**src/rtl/ex_muldiv_pkg.sv**
```systemverilog
// Shared constants and types for the EX-stage iterative mul/div unit.
// Opcode/funct encodings, FSM states and a small sign-extension helper.
package ex_muldiv_pkg;

  localparam logic [6:0] OPCODE_OP     = 7'b0110011;
  localparam logic [6:0] OPCODE_OP_32  = 7'b0111011;
  localparam logic [6:0] FUNCT7_MULDIV = 7'b0000001;

  localparam logic [2:0] F3_MUL    = 3'b000;
  localparam logic [2:0] F3_MULH   = 3'b001;
  localparam logic [2:0] F3_MULHSU = 3'b010;
  localparam logic [2:0] F3_MULHU  = 3'b011;
  localparam logic [2:0] F3_DIV    = 3'b100;
  localparam logic [2:0] F3_DIVU   = 3'b101;
  localparam logic [2:0] F3_REM    = 3'b110;
  localparam logic [2:0] F3_REMU   = 3'b111;

  typedef enum logic [1:0] {
    MD_IDLE = 2'd0,
    MD_CALC = 2'd1,
    MD_DONE = 2'd2
  } md_state_e;

  function automatic logic [63:0] sext32(input logic [31:0] v);
    return {{32{v[31]}}, v};
  endfunction

endpackage

```
**src/rtl/ex_muldiv_iter.sv**
```systemverilog
// Shared 128-bit shift datapath: one shift-add (mul) or
// restoring-subtract (div) step per cycle.
module ex_muldiv_iter
  import ex_muldiv_pkg::*;
#(
  parameter int XLEN = 64
) (
  input  logic              clk,
  input  logic              rst,
  input  logic              load_i,
  input  logic              step_i,
  input  logic              div_i,
  input  logic [2*XLEN-1:0] load_val_i,
  input  logic [XLEN-1:0]   opd_i,
  output logic [2*XLEN-1:0] step_o
);

  logic [2*XLEN-1:0] acc_q;
  logic [2*XLEN-1:0] acc_d;
  logic [XLEN-1:0]   hi;
  logic [XLEN-1:0]   lo;
  logic [XLEN:0]     sum;
  logic [XLEN:0]     rem_sh;
  logic [XLEN+1:0]   diff;
  logic [2*XLEN-1:0] mul_nxt;
  logic [2*XLEN-1:0] div_nxt;

  always_comb begin
    hi      = acc_q[2*XLEN-1:XLEN];
    lo      = acc_q[XLEN-1:0];
    // mul: add multiplicand on LSB, carry shifts into the top bit
    sum     = {1'b0, hi} + {1'b0, (lo[0] ? opd_i : {XLEN{1'b0}})};
    mul_nxt = {sum, lo[XLEN-1:1]};
    // div: shift left, keep the difference only if it did not borrow
    rem_sh  = acc_q[2*XLEN-1:XLEN-1];
    diff    = {1'b0, rem_sh} - {2'b00, opd_i};
    if (diff[XLEN+1])
      div_nxt = {rem_sh[XLEN-1:0], lo[XLEN-2:0], 1'b0};
    else
      div_nxt = {diff[XLEN-1:0], lo[XLEN-2:0], 1'b1};
    step_o  = div_i ? div_nxt : mul_nxt;
    acc_d   = acc_q;
    if (load_i)
      acc_d = load_val_i;
    else if (step_i)
      acc_d = step_o;
  end

  always_ff @(posedge clk) begin
    if (rst) acc_q <= '0;
    else     acc_q <= acc_d;
  end

endmodule

```
**src/rtl/ex_muldiv.sv**
```systemverilog
// RV64M iterative multiply/divide unit in EX: decode, sign handling,
// special cases and the IDLE/CALC/DONE control FSM.
module ex_muldiv
  import ex_muldiv_pkg::*;
#(
  parameter int XLEN  = 64,
  parameter int CNT_W = 7
) (
  input  logic            clk,
  input  logic            rst,
  input  logic [6:0]      opcode_i,
  input  logic [2:0]      funct3_i,
  input  logic [6:0]      funct7_i,
  input  logic [XLEN-1:0] rs1_data_i,
  input  logic [XLEN-1:0] rs2_data_i,
  input  logic            flush_i,
  output logic [XLEN-1:0] result_o,
  output logic            valid_o,
  output logic            stall_req_o,
  output logic            busy_o
);

  localparam int W2 = 2 * XLEN;

  md_state_e       state_q, state_d;
  logic [CNT_W-1:0] cnt_q, cnt_d;
  logic [XLEN-1:0] result_q, result_d;
  logic [XLEN-1:0] opd_q, opd_d;
  logic [2:0]      f3_q, f3_d;
  logic            word_q, word_d;
  logic            neg_q, neg_d;

  logic            is_op, is_op32, m_op, word, is_div, is_rem;
  logic            sgn_a, sgn_b, neg_a, neg_b;
  logic [XLEN-1:0] a_ext, b_ext, a_mag, b_mag, min_val;
  logic            div_zero, div_ovf;
  logic [XLEN-1:0] spec_res;
  logic [W2-1:0]   load_val, step_val;
  logic            load, step;
  logic [W2-1:0]   prod, prod_s;
  logic [XLEN-1:0] dv, dv_s, fin;

  always_comb begin
    is_op   = opcode_i == OPCODE_OP;
    is_op32 = opcode_i == OPCODE_OP_32;
    m_op    = funct7_i == FUNCT7_MULDIV &&
              (is_op || (is_op32 && (funct3_i == F3_MUL || funct3_i[2])));
    word    = is_op32;
    is_div  = funct3_i[2];
    is_rem  = funct3_i[2] & funct3_i[1];
    sgn_a   = !(funct3_i == F3_MULHU || funct3_i == F3_DIVU ||
                funct3_i == F3_REMU);
    sgn_b   = sgn_a && funct3_i != F3_MULHSU;
    if (word) begin
      a_ext   = sgn_a ? sext32(rs1_data_i[31:0]) : {32'b0, rs1_data_i[31:0]};
      b_ext   = sgn_b ? sext32(rs2_data_i[31:0]) : {32'b0, rs2_data_i[31:0]};
      min_val = sext32(32'h8000_0000);
    end else begin
      a_ext   = rs1_data_i;
      b_ext   = rs2_data_i;
      min_val = {1'b1, {(XLEN-1){1'b0}}};
    end
    neg_a    = sgn_a & a_ext[XLEN-1];
    neg_b    = sgn_b & b_ext[XLEN-1];
    a_mag    = neg_a ? -a_ext : a_ext;
    b_mag    = neg_b ? -b_ext : b_ext;
    div_zero = is_div && b_ext == '0;
    div_ovf  = is_div && sgn_a && a_ext == min_val && b_ext == '1;
    if (div_zero)
      spec_res = is_rem ? (word ? sext32(rs1_data_i[31:0]) : rs1_data_i) : '1;
    else
      spec_res = is_rem ? '0 : min_val;
    if (!is_div)
      load_val = {{XLEN{1'b0}}, b_mag};
    else if (word)
      load_val = {{XLEN{1'b0}}, a_mag[31:0], 32'b0};
    else
      load_val = {{XLEN{1'b0}}, a_mag};
  end

  // Final result is formed from the last step's output so it can be
  // registered on the CALC->DONE edge.
  always_comb begin
    prod   = word_q ? {{XLEN{1'b0}}, step_val[95:32]} : step_val;
    prod_s = neg_q ? -prod : prod;
    if (f3_q[1])
      dv = step_val[W2-1:XLEN];
    else
      dv = word_q ? {32'b0, step_val[31:0]} : step_val[XLEN-1:0];
    dv_s = neg_q ? -dv : dv;
    fin  = '0;
    if (f3_q[2])
      fin = word_q ? sext32(dv_s[31:0]) : dv_s;
    else if (word_q)
      fin = sext32(prod_s[31:0]);
    else if (f3_q == F3_MUL)
      fin = prod_s[XLEN-1:0];
    else
      fin = prod_s[W2-1:XLEN];
  end

  always_comb begin
    state_d     = state_q;
    cnt_d       = cnt_q;
    result_d    = result_q;
    opd_d       = opd_q;
    f3_d        = f3_q;
    word_d      = word_q;
    neg_d       = neg_q;
    load        = 1'b0;
    step        = 1'b0;
    stall_req_o = 1'b0;
    valid_o     = 1'b0;
    unique case (state_q)
      MD_IDLE: begin
        if (m_op) begin
          stall_req_o = 1'b1;
          f3_d        = funct3_i;
          word_d      = word;
          neg_d       = is_rem ? neg_a : (neg_a ^ neg_b);
          opd_d       = is_div ? b_mag : a_mag;
          if (div_zero || div_ovf) begin
            result_d = spec_res;
            state_d  = MD_DONE;
          end else begin
            load    = 1'b1;
            cnt_d   = word ? CNT_W'(31) : CNT_W'(XLEN - 1);
            state_d = MD_CALC;
          end
        end
      end
      MD_CALC: begin
        stall_req_o = 1'b1;
        step        = 1'b1;
        if (cnt_q == '0) begin
          result_d = fin;
          state_d  = MD_DONE;
        end else begin
          cnt_d = cnt_q - 1'b1;
        end
      end
      MD_DONE: begin
        valid_o = 1'b1;
        state_d = MD_IDLE;
      end
      default: state_d = MD_IDLE;
    endcase
    if (flush_i) begin
      state_d     = MD_IDLE;
      cnt_d       = '0;
      result_d    = result_q;
      load        = 1'b0;
      step        = 1'b0;
      stall_req_o = 1'b0;
      valid_o     = 1'b0;
    end
  end

  always_ff @(posedge clk) begin
    if (rst) begin
      state_q  <= MD_IDLE;
      cnt_q    <= '0;
      result_q <= '0;
      opd_q    <= '0;
      f3_q     <= '0;
      word_q   <= 1'b0;
      neg_q    <= 1'b0;
    end else begin
      state_q  <= state_d;
      cnt_q    <= cnt_d;
      result_q <= result_d;
      opd_q    <= opd_d;
      f3_q     <= f3_d;
      word_q   <= word_d;
      neg_q    <= neg_d;
    end
  end

  assign result_o = result_q;
  assign busy_o   = state_q != MD_IDLE;

  ex_muldiv_iter #(
    .XLEN(XLEN)
  ) u_iter (
    .clk       (clk),
    .rst       (rst),
    .load_i    (load),
    .step_i    (step),
    .div_i     (f3_q[2]),
    .load_val_i(load_val),
    .opd_i     (opd_q),
    .step_o    (step_val)
  );

endmodule

```
**config.mk**
```make
export PLATFORM = sky130hd
export DESIGN_NAME = ex_muldiv
export DESIGN_NICKNAME = d
export VERILOG_FILES = /design/src/rtl/ex_muldiv_pkg.sv /design/src/rtl/ex_muldiv_iter.sv /design/src/rtl/ex_muldiv.sv
export SDC_FILE = /design/constraint.sdc
export NUM_CORES = 2
export LEC_CHECK = 0
export ABC_AREA = 1
export CAP_MARGIN = 20
export CORE_ASPECT_RATIO = 2
export CORE_MARGIN = 4
export CORE_UTILIZATION = 45
export CTS_BUF_LIST = sky130_fd_sc_hd__clkbuf_16
export CTS_CLUSTER_DIAMETER = 120
export DETAILED_ROUTE_END_ITERATION = 7
export PLACE_DENSITY = 0.72
export SYNTH_ARGS = -nofsm -noshare
export SYNTH_HDL_FRONTEND = slang
export SYNTH_SLANG_ARGS = --single-unit
```
**constraint.sdc**
```tcl
create_clock -name clk -period 9.4 [get_ports clk]
set_input_delay 1.41 -clock clk [delete_from_list [all_inputs] [get_ports clk]]
set_output_delay 1.41 -clock clk [all_outputs]
set_load 0.02 [all_outputs]
```
==> results of run 1 <==
-- cells by family after synthesis --
| kind of cell | count (synthesis) |
|---|---|
| AND/OR/NAND/NOR | 4234 |
| XOR/XNOR | 206 |
| AO/OA/AOI/OAI | 1395 |
| flip-flops | 270 |
| buffers and inverters | 1435 |
| adder cells (fa/ha/maj) | 136 |
-- stage by stage --
step / hold slack [ns] / cell area (sq um) / std cells / util [%] / worst slack, ns
4_1_cts: 0.477 / 44200 / 8898 / 49.6 / 2.60
3_5_place_dp: 0.464 / 43300 / 8848 / 48.6 / 2.12
3_3_place_gp: 0.452 / 43300 / 8844 / 48.6 / 2.16
2_1_floorplan: 0.440 / 40400 / 7676 / - / 4.95
-- metal layers --
layer / global-route usage, % / overflow
met1: 72.0 / 7
met2: 93.2 / 808
met3: 52.4 / 10
met4: 79.3 / 381
met5: 16.5 / 0
==> flow_summary.yaml, run 1 <==
yosys:
  synthesis.nets: 7960
  synth_cell_types: 71
  syn_inst: 7676
  synth_mux_area_share_pct: 0
  async_flop_share_pct: 0
  synth_most_common_cell: "nand2_1"
  ys_seq_area_share_pct: 13.4
  synth_top_family_by_area: "simple AND/OR/NAND/NOR gates"
  ys_top_cells_by_area: "nand2_1 21%, dfxtp_1 13%, inv_1 10%"
  synth_top_area_share_pct: 21.5
  syn_avg_cell_area_sq_um: 5.26
  synth_xor_area_share_pct: 4.47
  synth-edff-count: 0
  yosysWarnings: 0
  ys.flop_type: "dfxtp_1"
  synthAdderAreaFrac_pct: 4.25
  syn_area_sq_um: 40400
  yosys-top-cells-count: "2310 x nand2_1, 1098 x inv_1, 879 x nor2_1"
  yosysTopAreaCell: "nand2_1"
  synth-compound-area-share_pct: 19.7
  synth_seq_cells: 270
  synth-simple-area-share_pct: 44.2
clocking:
  cts_root_buffer: "clkbuf_16"
  cts_hold_buf: 0
  htree_levels: 1
  post_cts_resized: 0
  post_cts_buffers: 0
  clkSinkCount: 270
  cts_buffers: 27
  cts.path.max_buffers: 3
grt:
  track_usage_pct: 73.5
  grt_pass1_wl_um: 528000
  grt_max_degree: 165
  grt_pass1_vias: 63300
  gr-total-overflow: 1206
placement:
  gp_congestion: 1.26
  portBuffers: 214
  place_hpwl_um: 235000
status:
  status: "stopped before the end"
  error_line: "[ERROR GRT-0116] Global routing finished with congestion. Check the congestion regions in the DRC Viewer."
  lastStage: "global routing"
floorplanning:
  num_rows: 155
  ios: 215
  initial_core_util_pct: 45.3
  die_h_um: 432
  fp.dieW_um: 220
==> inputs of run 2 (changes only) <==
Settings changed: CORE_ASPECT_RATIO 2 to unset, CORE_UTILIZATION 45 to 30, CTS_BUF_LIST sky130_fd_sc_hd__clkbuf_16 to unset, CTS_CLUSTER_DIAMETER 120 to unset, PLACE_DENSITY 0.72 to unset, PLACE_DENSITY_LB_ADDON set to 0.15.
==> run 2 against run 1 <==
- the run now ends clean
- synthesized cell count did not move
- synthesized area did not move
==> flow_summary.yaml, run 2 <==
yosys:
  synth-compound-area-share_pct: 19.7
  synthAdderAreaFrac_pct: 4.25
  synth-simple-area-share_pct: 44.2
  syn_avg_cell_area_sq_um: 5.26
  async_flop_share_pct: 0
  synth_top_area_share_pct: 21.5
  yosys-top-cells-count: "2310 x nand2_1, 1098 x inv_1, 879 x nor2_1"
  synth_cell_types: 71
  syn_inst: 7676
  ys.flop_type: "dfxtp_1"
  synth_seq_cells: 270
  ys_seq_area_share_pct: 13.4
  synth_xor_area_share_pct: 4.47
  synthesis.nets: 7960
  syn_area_sq_um: 40400
  synth-edff-count: 0
  yosysTopAreaCell: "nand2_1"
  synth_top_family_by_area: "simple AND/OR/NAND/NOR gates"
  synth_mux_area_share_pct: 0
  yosysWarnings: 0
  synth_most_common_cell: "nand2_1"
  ys_top_cells_by_area: "nand2_1 21%, dfxtp_1 13%, inv_1 10%"
placement:
  portBuffers: 214
  dp_slack_ns: 2.02
  gp_congestion: 1.10
  place_hpwl_um: 241000
route:
  drc: 0
  firstDrtPassIters: 7
  drt-total-wl_um: 288000
  ant_nets: 0
  num_vias: 54500
  detail_route.wl_per_cell_um: 30.3
  drt-initial-drc-count: 7735
  vias_per_cell: 5.72
sta:
  final.setup.worst_slack_ns: 2.10
  fin_skew_ns: 0.0420
  drv_slew: 0
  fmax_mhz: 137
  finalSetupTns_ns: 0
  max_slew_margin_pct: 8.87
  tightest_slew_ns: 1.35
  fin_crit_ns: 7.30
  finalCritPeriodShare_pct: 77.7
  setup_viol: 0
  rsz0062_at_grt: "no"
  final_hold_viol_count: 0
worst_setup_path:
  rr_startpoint: "u_iter.acc_q[0]"
  end_kind: "flip-flop"
  cp.arrival_ns: 7.78
  worstSetupStartpointType: "flip-flop"
  required_ns: 9.88
  worst-setup-path-type: "flip-flop to flip-flop"
  cp_max_fo: 32
  r2r_cells: 25
  rr_endpoint: "result_o[37]"
  r2r_setup_slack_ns: 2.10
clocking:
  cts_hold_buf: 0
  cts_tree: "yes"
  cts_buffers: 41
  clkSinkCount: 270
  clock_latency_ns: 0.64
  htree_levels: 2
  post_cts_buffers: 0
  cts_root_buffer: "clkbuf_16"
  post_cts_resized: 0
  clk_pin_slew_worst_paths_ns: 0.06
  cts.path.max_buffers: 3
grt:
  grt_max_degree: 113
  track_usage_pct: 39.1
  grt_pass1_wl_um: 393000
  antenna_found_initial: 16
  gr-total-overflow: 0
  grt_pass1_vias: 49700
floorplanning:
  num_rows: 134
  fp.dieW_um: 375
  die_area_sq_um: 141000
  initial_core_util_pct: 30.2
  core_sq_um: 134000
  die_h_um: 375
  ios: 215
layout:
  seq_area_sq_um: 5420
  largest_reg_flops: 128
  area_growth_pct: 12.9
  final_util_pct: 34.1
  fillers: 15700
  nets: 8008
  regMostFlops: "u_iter.acc_q"
  multi_input_area_sq_um: 29400
  mostFrequentLayoutCells: "2308 x nand2_1, 1096 x inv_1, 872 x nor2_1, 614 x nand3_1, 520 x a21oi_1"
  drive_gt1_share_pct: 5.02
  final_common_cell: "nand2_1"
power_and_ir_drop:
  total_power_uw: 3400
  swShare_pct: 33.4
  p_int_uw: 2260
  pwr_density_cell_nw_per_um2: 74.5
  power_frac_clock_pct: 49.7
  vdd_drop_max_mv: 0.114
  combPwrFrac_pct: 16.7
  p_sw_uw: 1130
  leakagePower_uw: 0.0237
  seqPwrFrac_pct: 33.7
hold_path:
  min_path_cells: 2
  min_path_type: "flip-flop to flip-flop"
  min-delay-start: "result_o[24]"
  holdPathEnd: "result_o[24]"
status:
  status: "finished clean"
run:
  maxCapViolations: 0
[run 2: cell counts after synthesis]
No cell type changed its count.
[run 2: critical path, cell delays in order (launching register included)]
cell and delay [ns]:
dfxtp_4 0.63, nand2_1 0.12, inv_1 0.20, ha_1 0.34, a21oi_1 0.49, o21ai_0 0.49
a21oi_1 0.61, nand2_1 0.39, or2_2 0.38, nand3_1 0.08, nand3_1 0.49, nand2_1 0.25
nand2_1 0.21, inv_1 0.14, nand2_1 0.08, nor2_1 0.11, nand2_1 0.10, nor2_2 0.27
nand2_2 0.17, nand3_1 0.12, nand3_2 0.10, o21ai_2 0.09, buf_4 0.42, a21oi_1 0.17
o21ai_1 0.50, a21oi_1 0.14
[run 2: cell type report]
cell class | count | area share, %
tap | 1768 | 4.85
timing repair buffer | 309 | 6.33
clock buffer | 52 | 2.45
sequential | 270 | 11.9
clock inverter | 22 | 0.634
inverter | 1131 | 9.33
multi-input combinational | 5971 | 64.5
antenna | 3 | 0.0165
[run 2: stage by stage]
| stage | hold slack [ns] | std cells | cell area [sq um] |
|---|---|---|---|
| floorplan | 0.440 | 7676 | 40400 |
| global placement | 0.457 | 9447 | 44200 |
| detailed placement | 0.465 | 9449 | 44200 |
| CTS | 0.477 | 9523 | 45600 |
| global route | 0.502 | 9523 | 45600 |
| finish | 0.476 | 9526 | 45600 |
[run 2: power groups by stage]
stage / logic, uW / clock network (uW) / registers, uW
2_1_floorplan: 211 / 0 / 1170
3_3_place_gp: 552 / 0 / 1170
3_5_place_dp: 550 / 0 / 1170
4_1_cts: 551 / 1700 / 1140
5_1_grt: 572 / 1730 / 1140
6_report: 566 / 1690 / 1140
[run 2: metal layers]
| metal | vias to the layer above | wire length [um] | track usage (%) |
|---|---|---|---|
| li1 | 24900 | - | - |
| met1 | 25700 | 118000 | 50.8 |
| met2 | 3294 | 118000 | 57.8 |
| met3 | 663 | 29800 | 9.16 |
| met4 | 4 | 23400 | 25.7 |
| met5 | - | 30 | 0 |
[run 2: cell families after synthesis]
kind of cell / Yosys count
adder cells (fa/ha/maj): 136
AO/OA/AOI/OAI: 1395
buffers and inverters: 1435
AND/OR/NAND/NOR: 4234
flip-flops: 270
XOR/XNOR: 206
[run 2: worst max path at each step]
stage                     depth (start not counted)            start  slack [ns]                 to
after floorplan                                  40         opd_q[8]        4.95        result_o[6]
after global placement                           22      funct3_i[1]        2.03   u_iter.acc_q[98]
after detailed placement                         22      opcode_i[2]        2.02  u_iter.acc_q[119]
after CTS                                        29        opd_q[53]        2.64       result_o[37]
after global routing                             28        opd_q[53]        2.02       result_o[37]
final                                            25  u_iter.acc_q[0]        2.10       result_o[37]
No activity file was read; power rests on OpenSTA's default activity.
